--- config.mk ---
export PLATFORM = sky130hd
export DESIGN_NAME = hawkes_step_ctrl
export DESIGN_NICKNAME = d
export VERILOG_FILES = /design/src/rtl/hawkes_step_ctrl.sv
export SDC_FILE = /design/constraint.sdc
export NUM_CORES = 1
export LEC_CHECK = 0
export BUFFER_PORTS_ARGS = -buffer_cell sky130_fd_sc_hd__clkbuf_2
export CORE_AREA = 2 2 200 202
export CTS_CLUSTER_DIAMETER = 150
export CTS_CLUSTER_SIZE = 14
export DETAILED_ROUTE_END_ITERATION = 8
export DIE_AREA = 0 0 202 204
export PLACE_DENSITY = 0.47
export SETUP_SLACK_MARGIN = 0.4
export SYNTH_ARGS = -nofsm -noshare
export SYNTH_HDL_FRONTEND = slang
export SYNTH_SLANG_ARGS = --single-unit
--- constraint.sdc ---
create_clock -name clk -period 3 [get_ports clk]
set_input_delay 0.45 -clock clk [delete_from_list [all_inputs] [get_ports clk]]
set_output_delay 0.45 -clock clk [all_outputs]
set_load 0.01 [all_outputs]
--- src/rtl/hawkes_step_ctrl.sv ---
// Step sequencer for the Hawkes state calculator: launches cfg_steps updates,
// folds each returned state back in, and accumulates intensity statistics.
module hawkes_step_ctrl #(
  parameter int unsigned TIMEOUT = 255,
  parameter int unsigned XW      = 9
) (
  input  logic             clk,
  input  logic             rst_n,
  input  logic             go,
  input  logic             abort,
  input  logic [7:0]       cfg_steps,
  input  logic [7:0]       cfg_s,
  input  logic [1:0]       cfg_k,
  input  logic [16*XW-1:0] x_init,
  input  logic             st_done,
  input  logic [8:0]       st_lambda,
  input  logic [16*XW-1:0] st_x,
  output logic             st_start,
  output logic [7:0]       st_s,
  output logic [1:0]       st_k,
  output logic [16*XW-1:0] st_xin,
  output logic             busy,
  output logic             done,
  output logic             err,
  output logic [7:0]       step_cnt,
  output logic [15:0]      lambda_acc,
  output logic [8:0]       lambda_max
);

  localparam int unsigned SW = 16 * XW;
  localparam int unsigned WW = (TIMEOUT < 2) ? 1 : $clog2(TIMEOUT + 1);
  localparam logic [WW-1:0] TLAST = WW'(TIMEOUT - 1);

  typedef enum logic [2:0] {S_IDLE, S_LAUNCH, S_WAIT, S_LATCH, S_FIN} state_t;

  state_t        state, nxt;
  logic [7:0]    steps_q, steps_d;
  logic [WW-1:0] wcnt_q, wcnt_d;
  logic          st_start_d, busy_d, done_d, err_d;
  logic [7:0]    st_s_d, step_cnt_d;
  logic [1:0]    st_k_d;
  logic [SW-1:0] st_xin_d;
  logic [15:0]   lambda_acc_d;
  logic [8:0]    lambda_max_d;
  logic [16:0]   acc_sum;

  // Next-state and next-output logic
  always_comb begin
    nxt          = state;
    steps_d      = steps_q;
    wcnt_d       = wcnt_q;
    st_s_d       = st_s;
    st_k_d       = st_k;
    st_xin_d     = st_xin;
    err_d        = err;
    step_cnt_d   = step_cnt;
    lambda_acc_d = lambda_acc;
    lambda_max_d = lambda_max;
    done_d       = 1'b0;
    acc_sum      = 17'(lambda_acc) + 17'(st_lambda);

    case (state)
      S_IDLE: begin
        if (go) begin
          steps_d      = cfg_steps;
          st_s_d       = cfg_s;
          st_k_d       = cfg_k;
          st_xin_d     = x_init;
          err_d        = 1'b0;
          step_cnt_d   = '0;
          lambda_acc_d = '0;
          lambda_max_d = '0;
          nxt          = (cfg_steps == 8'd0) ? S_FIN : S_LAUNCH;
        end
      end
      S_LAUNCH: begin
        wcnt_d = '0;
        nxt    = S_WAIT;
      end
      S_WAIT: begin
        // wcnt_q == 0 marks the first WAIT cycle, where a stale done is ignored
        wcnt_d = wcnt_q + WW'(1);
        if (st_done && (wcnt_q != '0)) begin
          nxt = S_LATCH;
        end else if (wcnt_q >= TLAST) begin
          err_d = 1'b1;
          nxt   = S_FIN;
        end
      end
      S_LATCH: begin
        st_xin_d     = st_x;
        lambda_acc_d = acc_sum[16] ? 16'hFFFF : acc_sum[15:0];
        lambda_max_d = (st_lambda > lambda_max) ? st_lambda : lambda_max;
        step_cnt_d   = step_cnt + 8'd1;
        nxt          = (step_cnt_d == steps_q) ? S_FIN : S_LAUNCH;
      end
      S_FIN: begin
        done_d = 1'b1;
        nxt    = S_IDLE;
      end
      default: nxt = S_IDLE;
    endcase

    // Cancel wins over everything and freezes the partial results
    if (abort && (state != S_IDLE)) begin
      nxt          = S_IDLE;
      wcnt_d       = wcnt_q;
      st_xin_d     = st_xin;
      err_d        = err;
      step_cnt_d   = step_cnt;
      lambda_acc_d = lambda_acc;
      lambda_max_d = lambda_max;
      done_d       = 1'b0;
    end

    st_start_d = (nxt == S_LAUNCH);
    busy_d     = (nxt != S_IDLE);
  end

  // State and output registers
  always_ff @(posedge clk or negedge rst_n) begin
    if (!rst_n) begin
      state      <= S_IDLE;
      steps_q    <= '0;
      wcnt_q     <= '0;
      st_start   <= 1'b0;
      st_s       <= '0;
      st_k       <= '0;
      st_xin     <= '0;
      busy       <= 1'b0;
      done       <= 1'b0;
      err        <= 1'b0;
      step_cnt   <= '0;
      lambda_acc <= '0;
      lambda_max <= '0;
    end else begin
      state      <= nxt;
      steps_q    <= steps_d;
      wcnt_q     <= wcnt_d;
      st_start   <= st_start_d;
      st_s       <= st_s_d;
      st_k       <= st_k_d;
      st_xin     <= st_xin_d;
      busy       <= busy_d;
      done       <= done_d;
      err        <= err_d;
      step_cnt   <= step_cnt_d;
      lambda_acc <= lambda_acc_d;
      lambda_max <= lambda_max_d;
    end
  end

endmodule

==> out/metrics.cfg, run 1 <==
[run_status]
status = completed

[worst_hold_path]
min_from = cfg_s[5]
worstHoldPathCells = 3
hold_class = in2reg
min_to = st_s[5]

[place]
port_buffers = 510
routabilityCongestion = 0.812
dp_hpwl_mm = 27.9
dp_cells = 2179

[floorplanning]
fp-row-count = 73
placeableCoreArea_mm2 = 0.0392
initial_core_util = 0.260
die_h_um = 204
ios = 511
die_w_um = 202
fp.dieArea_mm2 = 0.0412

[synth]
ys_seq_area_frac = 0.516
syn_inst = 1207
synth_area_per_cell_um2 = 8.44
syn-num-nets = 1550
yosys_warnings = 0
synth_area_mm2 = 0.0102
synth-edff-count = 0
ys_async_sr_fraction = 1.00
ys.flop_type = dfrtp_1
synth_cell_types = 56
ys_ff_latch = 210

[timing]
period_needed_ns = 2.41
worst_pin_slew_ns = 1.19
drv_slew = 0
skew_ns = 0.00929
fin_setup_tns_ns = 0
hold_viol_final = 0
setup_viol = 0
rsz0062_at_grt = false
relSlewSlack = 0.207
fmax_mhz = 414
post-route-period-util = 0.804

[detailed_routing]
drt-total-wl_mm = 38.2
drtAntennaViolNets = 0
vias_per_cell = 4.64
post-route-drc-count = 0
wl_per_cell_um = 17.3
initialDrtViolationCount = 574
drtPass1Iterations = 5
vias = 10200

[cts]
cts_tree = yes
worstSkewPairLatency_ns = 0.50
cts_buffers = 18
cts-root-buf = clkbuf_16
cts_buffer_depth = 3
clk_pin_slew_worst_paths_ns = 0.08
h-tree-depth = 1
cts_resized = 0
clock-sinks = 210

[power]
peakVddDrop_uv = 385
p_leak_nw = 6.95
powerDensity_mw_per_mm2 = 927

[worst_setup_path]
r2r-end = lambda_acc[4]
crit_type = reg2reg
cpMaxStageDelayCell = fa_1
rr_startpoint = lambda_acc[0]
critPathArrivalTime_ns = 2.80
worst-path-max-fanout = 10
startpoint_type = flop
cpPeakStageDelay_ns = 0.41
rrSetupSlack_ns = 0.59
worstPathRequired_ns = 3.39
end_kind = flop
crit_chain = ha_1 > fa_1 > a21o_1 > a221o_1 > a21oi_2 > nor2_2 > o21ai_0 > nand2_1
reg2reg_depth = 8

[global_routing]
use_met2 = 0.294
use_met3 = 0.0367
overflow = 0
grt_pass1_vias = 9787
grt_max_degree = 156
track_usage = 0.177
grt_pass1_wl_mm = 58.2
busiest_layer = met2
antenna_found_initial = 3
grt_use_met1 = 0.237

[final_layout]
area_growth_pct = 35.2
final_cells = 2201
layout.nets = 2018
drive_gt1_frac = 0.333
mostFrequentLayoutCells = clkbuf_2 (509), nand2_1 (393), dfrtp_1 (210)
layout_commonest_cell = clkbuf_2

[job]
maxCapViolCount = 0

==> critical path: cells and delay by family, from the launching register on <==
kind | cells | cell delay, ns
DFF | 1 | 0.40
AOI/OAI and AO/OA | 4 | 1.03
and+or+nand+nor | 2 | 0.22
adders and majority gates | 2 | 0.63
==> synth_stat cells (12+ instances only) <==
library cell  instances  area share
nand2_1             393        0.14
dfrtp_1             210        0.52
nor2_1              167       0.062
a31oi_1             144       0.088
clkbuf_1             40       0.015
buf_2                33       0.016
o21ai_0              25       0.012
ha_1                 22       0.027
a21oi_1              20      0.0098
nand3_1              15      0.0074
xnor2_1              15       0.013
inv_1                14      0.0052
and3_1               12      0.0074
==> sequential cells by signal, summed over array words and instances (netlist names) <==
name        cells
busy            1
done            1
err             1
lambda_acc     16
lambda_max      9
st_k            2
st_s            8
st_start        1
st_xin        144
state           3
step_cnt        8
steps_q         8
wcnt_q          8
==> logic make-up after synthesis <==
group           count (synthesis)  synth area share
compound gates                225             0.141
xor+xnor                       25            0.0215
fa+ha+maj                      23            0.0290
buf+inv                        91            0.0387
flops                         210             0.516
mux                            10           0.00982
simple gates                  623             0.245
==> cell type report <==
cell class	count	area [µm²]
multi-input combinational	906	4570
fill	4249	25400
antenna	2	5.00
timing repair buffer	525	2770
clock buffer	19	475
inverter	14	52.6
sequential	210	5260
tap	525	657
==> metrics by stage <==
stage	setup WS (ns)	hold WS, ns	power (mW)	utilization	instance area [µm²]
final	0.587	0.139	12.8	0.352	13800
after global routing	0.401	0.130	13.8	0.352	13800
after CTS	0.571	0.113	13.0	0.351	13800
after detailed placement	0.393	0.458	10.7	0.339	13300
after global placement	0.448	0.456	10.6	0.339	13300
after floorplan	0.747	0.154	8.24	-	10200
==> worst max path at each step <==
stage / end / slack (ns) / cells after the start / from
5_1_grt: lambda_acc[4] / 0.40 / 8 / lambda_acc[0]
3_5_place_dp: lambda_acc[4] / 0.39 / 9 / st_lambda[0]
3_3_place_gp: lambda_acc[7] / 0.45 / 9 / st_lambda[0]
6_report: lambda_acc[4] / 0.59 / 8 / lambda_acc[0]
4_1_cts: lambda_acc[4] / 0.57 / 8 / lambda_acc[0]
2_1_floorplan: lambda_acc[14] / 0.75 / 8 / st_lambda[0]
==> power by group <==
part,internal [mW],leakage [nW],switching [mW]
Clock,1.12,0.234,1.08
Combinational,2.26,4.24,3.54
Sequential,4.06,2.47,0.722
Total,7.43,6.95,5.34
==> what timing repair did <==
| action | CTS | global route |
|---|---|---|
| hold endpoints to repair | 58 | 0 |
| hold buffers | 1 | 0 |
| endpoints found under the setup margin | 0 | 0 |
| buffers inserted | 0 | 0 |
==> routing by layer <==
layer / share of wire / up-vias
li1: - / 5001
met1: 0.44 / 4834
met2: 0.48 / 333
met3: 0.065 / 39
met4: 0.020 / 2
met5: 0.00034 / -
(Power assumes the default switching activity.)
==> inputs of run 2 (changes only) <==
Settings changed: ABC_AREA from default to 1, CORE_AREA 2 2 200 202 to 2 2 196 198, DIE_AREA 0 0 202 204 to 0 0 198 200, PLACE_DENSITY 0.47 to 0.51.
Clock period 3 ns to 2.2 ns, I/O delays scaled along.
==> run 2 against run 1 <==
Effect of this change: register-to-register slack worse by 0.29 ns; synthesized area is 1.3% higher; setup slack worse by 0.29 ns; critical path depth is 3 higher; non-clock buffer count is 97 higher; highest routed layer is now met4.
==> out/metrics.cfg, run 2 <==
[run_status]
status = completed  ; unchanged

[worst_hold_path]
hold_class = in2reg  ; unchanged

[global_routing]
track_usage = 0.204  ; was 0.177
grt_max_degree = 145  ; was 156
antenna_found_initial = 4  ; was 3
grt_pass1_wl_mm = 62.8  ; was 58.2 mm
grt_pass1_vias = 10700  ; was 9787
overflow = 0  ; unchanged

[synth]
ys_async_sr_fraction = 1.00  ; unchanged
ys_seq_area_frac = 0.509  ; was 0.516
synth_area_mm2 = 0.0103  ; was 0.0102 mm²
synth_top_area_cell = dfrtp_1  ; unchanged
synth_top_cells_by_area = dfrtp_1 (51%), nand2_1 (17%), a31oi_1 (8.9%), nor2_1 (6.2%), ha_1 (2.7%)  ; was dfrtp_1 (52%), nand2_1 (14%), a31oi_1 (8.8%), nor2_1 (6.2%), ha_1 (2.7%)
synthTopCellsByCount = nand2_1 (469), dfrtp_1 (210), nor2_1 (170), a31oi_1 (147), inv_1 (61)  ; was nand2_1 (393), dfrtp_1 (210), nor2_1 (167), a31oi_1 (144), clkbuf_1 (40)
ys.flop_type = dfrtp_1  ; unchanged
synth_cell_types = 32  ; was 56
syn_inst = 1301  ; was 1207
synth_area_per_cell_um2 = 7.93  ; was 8.44 µm²
ys_ff_latch = 210  ; unchanged
yosys_warnings = 0  ; unchanged
synth.most_common_cell = nand2_1  ; unchanged
synth-edff-count = 0  ; unchanged
synth_top_area_frac = 0.509  ; was 0.516
syn-num-nets = 1644  ; was 1550

[timing]
hold_viol_final = 0  ; unchanged
setup_viol = 0  ; unchanged
worst_pin_slew_ns = 1.01  ; was 1.19 ns
drv_slew = 0  ; unchanged
fmax_mhz = 525  ; was 414 MHz
fin_ws_ns = 0.296  ; was 0.587 ns
rsz0062_at_grt = true  ; was false
relSlewSlack = 0.330  ; was 0.207
hold_ws_ns = 0.0295  ; was 0.139 ns
period_needed_ns = 1.90  ; was 2.41 ns
post-route-period-util = 0.866  ; was 0.804
skew_ns = 0.0176  ; was 0.00929 ns
fin_setup_tns_ns = 0  ; unchanged

[power]
peakVddDrop_uv = 528  ; was 385 µV
powerDensity_mw_per_mm2 = 1330  ; was 927 mW/mm²
p_leak_nw = 8.04  ; was 6.95 nW

[detailed_routing]
wl_per_cell_um = 18.9  ; was 17.3 µm
vias = 11500  ; was 10200
top_layer_used = met4  ; was met5
drt-total-wl_mm = 45.1  ; was 38.2 mm
initialDrtViolationCount = 522  ; was 574
drtAntennaViolNets = 0  ; unchanged
vias_per_cell = 4.79  ; was 4.64
wl_met2_mm = 23.0  ; was 18.3 mm
post-route-drc-count = 0  ; unchanged
drtPass1Iterations = 5  ; unchanged
drt-met1-wl_mm = 18.2  ; was 16.7 mm
wl_met3_mm = 3.17  ; was 2.47 mm

[floorplanning]
fp.dieArea_mm2 = 0.0396  ; was 0.0412 mm²
die_w_um = 198  ; was 202 µm
fp-row-count = 71  ; was 73
initial_core_util = 0.276  ; was 0.260
placeableCoreArea_mm2 = 0.0374  ; was 0.0392 mm²
die_h_um = 200  ; was 204 µm
ios = 511  ; unchanged

[final_layout]
layout.nets = 2221  ; was 2018
largest_reg_flops = 144  ; unchanged
top_regs = st_xin (144), lambda_acc (16), lambda_max (9)  ; unchanged
top_register = st_xin  ; unchanged
drive_gt1_frac = 0.440  ; was 0.333
layout_commonest_cell = clkbuf_2  ; unchanged
final_cells = 2392  ; was 2201
area_growth_pct = 59.9  ; was 35.2%
mostFrequentLayoutCells = clkbuf_2 (509), nand2_1 (451), dfrtp_1 (204)  ; was clkbuf_2 (509), nand2_1 (393), dfrtp_1 (210)

[worst_setup_path]
startpoint_type = flop  ; unchanged
worstPathRequired_ns = 2.59  ; was 3.39 ns
cpPeakStageDelay_ns = 0.39  ; was 0.41 ns
crit_top_cell = nand3_2
cpMaxStageDelayCell = dfrtp_1  ; was fa_1
critPathArrivalTime_ns = 2.29  ; was 2.80 ns
crit_chain = ha_2 > fa_2 > nand3_2 > nand3_2 > nand3_2 > o211ai_1 > buf_4 > nand3_2 > nand2_1 > o21ai_1 > o21ai_1  ; was ha_1 > fa_1 > a21o_1 > a221o_1 > a21oi_2 > nor2_2 > o21ai_0 > nand2_1
worst-path-max-fanout = 5  ; was 10
crit_type = reg2reg  ; unchanged
end_kind = flop  ; unchanged
rrSetupSlack_ns = 0.30  ; was 0.59 ns

[cts]
cts-root-buf = clkbuf_16  ; unchanged
clk_pin_slew_worst_paths_ns = 0.07  ; was 0.08 ns
cts_tree = yes  ; unchanged
clock-sinks = 210  ; unchanged
worstSkewPairLatency_ns = 0.51  ; was 0.50 ns
cts_buffer_depth = 3  ; unchanged
cts_buffers = 18  ; unchanged
h-tree-depth = 1  ; unchanged

[place]
dp_cells = 2279  ; was 2179
dp_slack_ns = 0.173  ; was 0.393 ns
routabilityCongestion = 0.874  ; was 0.812
port_buffers = 510  ; unchanged
dp_hpwl_mm = 29.6  ; was 27.9 mm

[job]
maxCapViolCount = 0  ; unchanged

run 2: changes by cell type after synthesis, moves of 11 or more:
cell | previous run | this run
and3_1 | 12 | 0
buf_2 | 33 | 17
inv_1 | 14 | 61
nand2_1 | 393 | 469
nand3_1 | 15 | 40
xnor2_1 | 15 | 4
run 2: where the power goes:
part           switching [mW]  leakage, nW  internal [mW]
logic                    6.33         5.34           5.63
clock network            1.50        0.234           1.52
registers                1.39         2.46           5.57
total                    9.22         8.04           12.7
run 2: worst max-delay path: cells and delay by family (launching register included):
kind	cells	cell delay, ns
compound gates	3	0.32
fa+ha+maj	2	0.54
buf+inv	1	0.20
flops	1	0.39
simple gates	5	0.33
run 2: what timing repair did:
action | CTS | global route
endpoints found under the setup margin | 172 | 180
resized for setup | 62 | 234
pin swaps | 12 | 20
hold endpoints to repair | 53 | 0
hold buffers | 5 | 0
buffers inserted | 35 | 13
cloned | 19 | 18
run 2: stage by stage:
stage | util | instance area (µm²) | total power [mW]
finish | 0.441 | 16500 | 21.9
global placement | 0.362 | 13500 | 14.7
global route | 0.441 | 16500 | 23.4
detailed placement | 0.362 | 13500 | 14.9
floorplan | - | 10300 | 11.3
CTS | 0.406 | 15200 | 19.8
run 2: per-layer routing:
layer  GRT usage  up-vias
met4      0.0420        0
met1       0.258     5531
met2       0.355      406
met5           0        -
met3      0.0477       51
li1            -     5465
run 2: worst paths after layout:
kind,start,end,cells after the start
hold reg to reg,st_k[1],st_k[1],2
setup reg to reg,lambda_acc[0],lambda_acc[14],11
hold / removal,cfg_s[0],st_s[0],3
min in group asynchronous,rst_n,st_xin[87],2
setup / recovery,lambda_acc[0],lambda_acc[14],11
max in group asynchronous,rst_n,st_xin[13],3
run 2: layout make-up:
cell class,count,area [µm²]
diodes,4,10.0
clock buffers,19,475
fillers,3776,20900
inverters,64,256
multi-input cells,961,5460
flip-flops and latches,210,5260
well taps,511,639
repair buffers,622,4400
repair inverters,1,7.51
run 2: kinds of logic (layout without fill, tap and decap cells):
group,count (synthesis),in the layout,share of synthesized area
buf+inv,136,706,0.0613
flops,210,210,0.509
simple gates,712,718,0.272
compound gates,212,212,0.122
xor+xnor,8,8,0.00679
fa+ha+maj,23,23,0.0286
other cells,0,4,0
==> inputs of run 3 (changes only) <==
Settings changed: ABC_AREA 1 to default, CORE_AREA 2 2 196 198 to 2 2 201 203, DIE_AREA 0 0 198 200 to 0 0 203 205, PLACE_DENSITY 0.51 to 0.48.
==> run 3 against run 2 <==
Effect of this change: the run now ends with setup timing left; first-iteration DRC count increased by 7.7%; combinational power is essentially flat; maximum frequency is 15% lower; final area down 0.71%; register-to-register slack worse by 0.34 ns; hold slack lost 0.0014 ns; critical path type unchanged.
==> out/metrics.cfg, run 3 (synthesis results as in run 1) <==
[run_status]
status = complete, but fails checks  ; was completed
violations = setup timing

[detailed_routing]
post-route-drc-count = 0  ; unchanged
initialDrtViolationCount = 562  ; was 522
drtPass1Iterations = 5  ; unchanged
drt-total-wl_mm = 43.8  ; was 45.1 mm
drtAntennaViolNets = 0  ; unchanged
vias_per_cell = 4.76  ; was 4.79
vias = 11000  ; was 11500
wl_per_cell_um = 19.0  ; was 18.9 µm

[floorplanning]
die_w_um = 203  ; was 198 µm
placeableCoreArea_mm2 = 0.0394  ; was 0.0374 mm²
die_h_um = 205  ; was 200 µm
initial_core_util = 0.259  ; was 0.276
ios = 511  ; unchanged
fp-row-count = 73  ; was 71
fp.dieArea_mm2 = 0.0416  ; was 0.0396 mm²

[power]
peakVddDrop_uv = 513  ; was 528 µV
p_seq_frac = 0.311  ; was 0.317
finalPower_mw = 21.5  ; was 21.9 mW
p_int_mw = 12.5  ; was 12.7 mW
p_leak_nw = 7.85  ; was 8.04 nW
powerDensity_mw_per_mm2 = 1310  ; was 1330 mW/mm²
power_frac_clock = 0.140  ; was 0.138
power.switching_mw = 8.93  ; was 9.22 mW
p_comb_frac = 0.549  ; was 0.545
switching_share = 0.416  ; was 0.420

[timing]
rsz0062_at_grt = true  ; unchanged
period_needed_ns = 2.24  ; was 1.90 ns
worst_pin_slew_ns = 0.461  ; was 1.01 ns
fin_ws_ns = -0.0392  ; was 0.296 ns
hold_ws_ns = 0.0282  ; was 0.0295 ns
post-route-period-util = 1.02  ; was 0.866
fin_setup_tns_ns = -0.0833  ; was 0 ns
skew_ns = 0.0132  ; was 0.0176 ns
relSlewSlack = 0.693  ; was 0.330
hold_viol_final = 0  ; unchanged
drv_slew = 0  ; unchanged
setup_viol = 3  ; was 0
fmax_mhz = 447  ; was 525 MHz

[global_routing]
track_usage = 0.189  ; was 0.204
antenna_found_initial = 4  ; unchanged
grt_pass1_wl_mm = 62.2  ; was 62.8 mm
grt_pass1_vias = 10500  ; was 10700
grt_max_degree = 101  ; was 145
overflow = 0  ; unchanged

[final_layout]
top_regs = st_xin (144), lambda_acc (16), lambda_max (9)  ; unchanged
fin_util = 0.416  ; was 0.441
top_register = st_xin  ; unchanged
layout.nets = 2120  ; was 2221
drive_gt1_frac = 0.432  ; was 0.440
layout_commonest_cell = clkbuf_2  ; unchanged
final_area_mm2 = 0.0164  ; was 0.0165 mm²
final_cells = 2305  ; was 2392
mostFrequentLayoutCells = clkbuf_2 (509), nand2_1 (391), dfrtp_1 (209)  ; was clkbuf_2 (509), nand2_1 (451), dfrtp_1 (204)
area_growth_pct = 60.8  ; was 59.9%
largest_reg_flops = 144  ; unchanged

[cts]
clock-sinks = 210  ; unchanged
worstSkewPairLatency_ns = 0.51  ; about the same
cts_buffer_depth = 3  ; unchanged
clk_pin_slew_worst_paths_ns = 0.08  ; was 0.07 ns
cts_tree = yes  ; unchanged
h-tree-depth = 1  ; unchanged
cts-root-buf = clkbuf_16  ; unchanged
cts_buffers = 18  ; unchanged

[worst_setup_path]
startpoint_type = flop  ; unchanged
cpMaxStageDelayCell = dfrtp_1  ; unchanged
worst-path-max-fanout = 5  ; unchanged
cpPeakStageDelay_ns = 0.39  ; about the same
crit_chain = ha_2 > fa_2 > a21o_1 > a221o_1 > a21oi_4 > buf_12 > nor3_4 > a311o_1  ; was ha_2 > fa_2 > nand3_2 > nand3_2 > nand3_2 > o211ai_1 > buf_4 > nand3_2 > nand2_1 > o21ai_1 > o21ai_1
worstPathRequired_ns = 2.60  ; was 2.59 ns
critPathArrivalTime_ns = 2.63  ; was 2.29 ns
end_kind = flop  ; unchanged
crit_type = reg2reg  ; unchanged
rrSetupSlack_ns = -0.04  ; was 0.30 ns

[place]
dp_hpwl_mm = 29.6  ; about the same
port_buffers = 510  ; unchanged
dp_cells = 2210  ; was 2279
placed_area_mm2 = 0.0136  ; was 0.0135 mm²
routabilityCongestion = 0.829  ; was 0.874
dp_slack_ns = -0.104  ; was 0.173 ns

[job]
maxCapViolCount = 0  ; unchanged

[worst_hold_path]
hold_class = in2reg  ; unchanged

run 3: cell types whose count changed in the layout (fill, tap and decap cells not counted), sizes merged, moves of 11 or more:
cell   delta
and3     +12
inv      -49
nand2    -84
nand3    -25
o21ai    -17
xnor2    +11
run 3: power groups by stage:
stage / sequential, mW / clock, mW / combinational (mW)
after floorplan: 7.21 / 0 / 4.06
after global placement: 6.56 / 0 / 8.48
after detailed placement: 6.62 / 0 / 8.51
after CTS: 6.54 / 3.17 / 9.38
after global routing: 6.90 / 3.30 / 12.8
final: 6.68 / 3.01 / 11.8
run 3: critical path, delay by kind of cell (launching register included):
family / cells / cell delay [ns]
and+or+nand+nor: 1 / 0.05
buffers and inverters: 1 / 0.14
DFF: 1 / 0.39
AOI/OAI and AO/OA: 4 / 1.02
adders and majority gates: 2 / 0.54
run 3: final timing paths:
kind	cells past startpoint	start	endpoint
max	8	lambda_acc[0]	lambda_acc[13]
min	3	cfg_steps[2]	steps_q[2]
max reg2reg	8	lambda_acc[0]	lambda_acc[13]
min reg2reg	2	st_s[3]	st_s[3]
max in group asynchronous	3	rst_n	st_xin[129]
min in group asynchronous	2	rst_n	lambda_max[4]
run 3: metal layers:
layer | up-vias | track usage | routed length (µm)
li1 | 5226 | - | -
met1 | 5354 | 0.245 | 18600
met2 | 337 | 0.318 | 21700
met3 | 44 | 0.0422 | 2720
met4 | 0 | 0.0493 | 774
met5 | - | 0 | 0
run 3: area by class of cell:
cell class                 instances  area [µm²]
fill                            4025       23000
tap                              525         657
antenna                            4        10.0
inverter                          14        52.6
multi-input combinational        907        5710
clock buffer                      19         475
sequential                       210        5260
timing repair buffer             626        4230
run 3: repair_timing:
action | 4_1_cts | 5_1_grt
endpoints found under the setup margin | 158 | 145
gates cloned | 6 | 18
resized for setup | 27 | 175
pin swaps | 9 | 25
hold endpoints to repair | 55 | 0
hold buffers | 10 | 0
setup buffers | 18 | 20
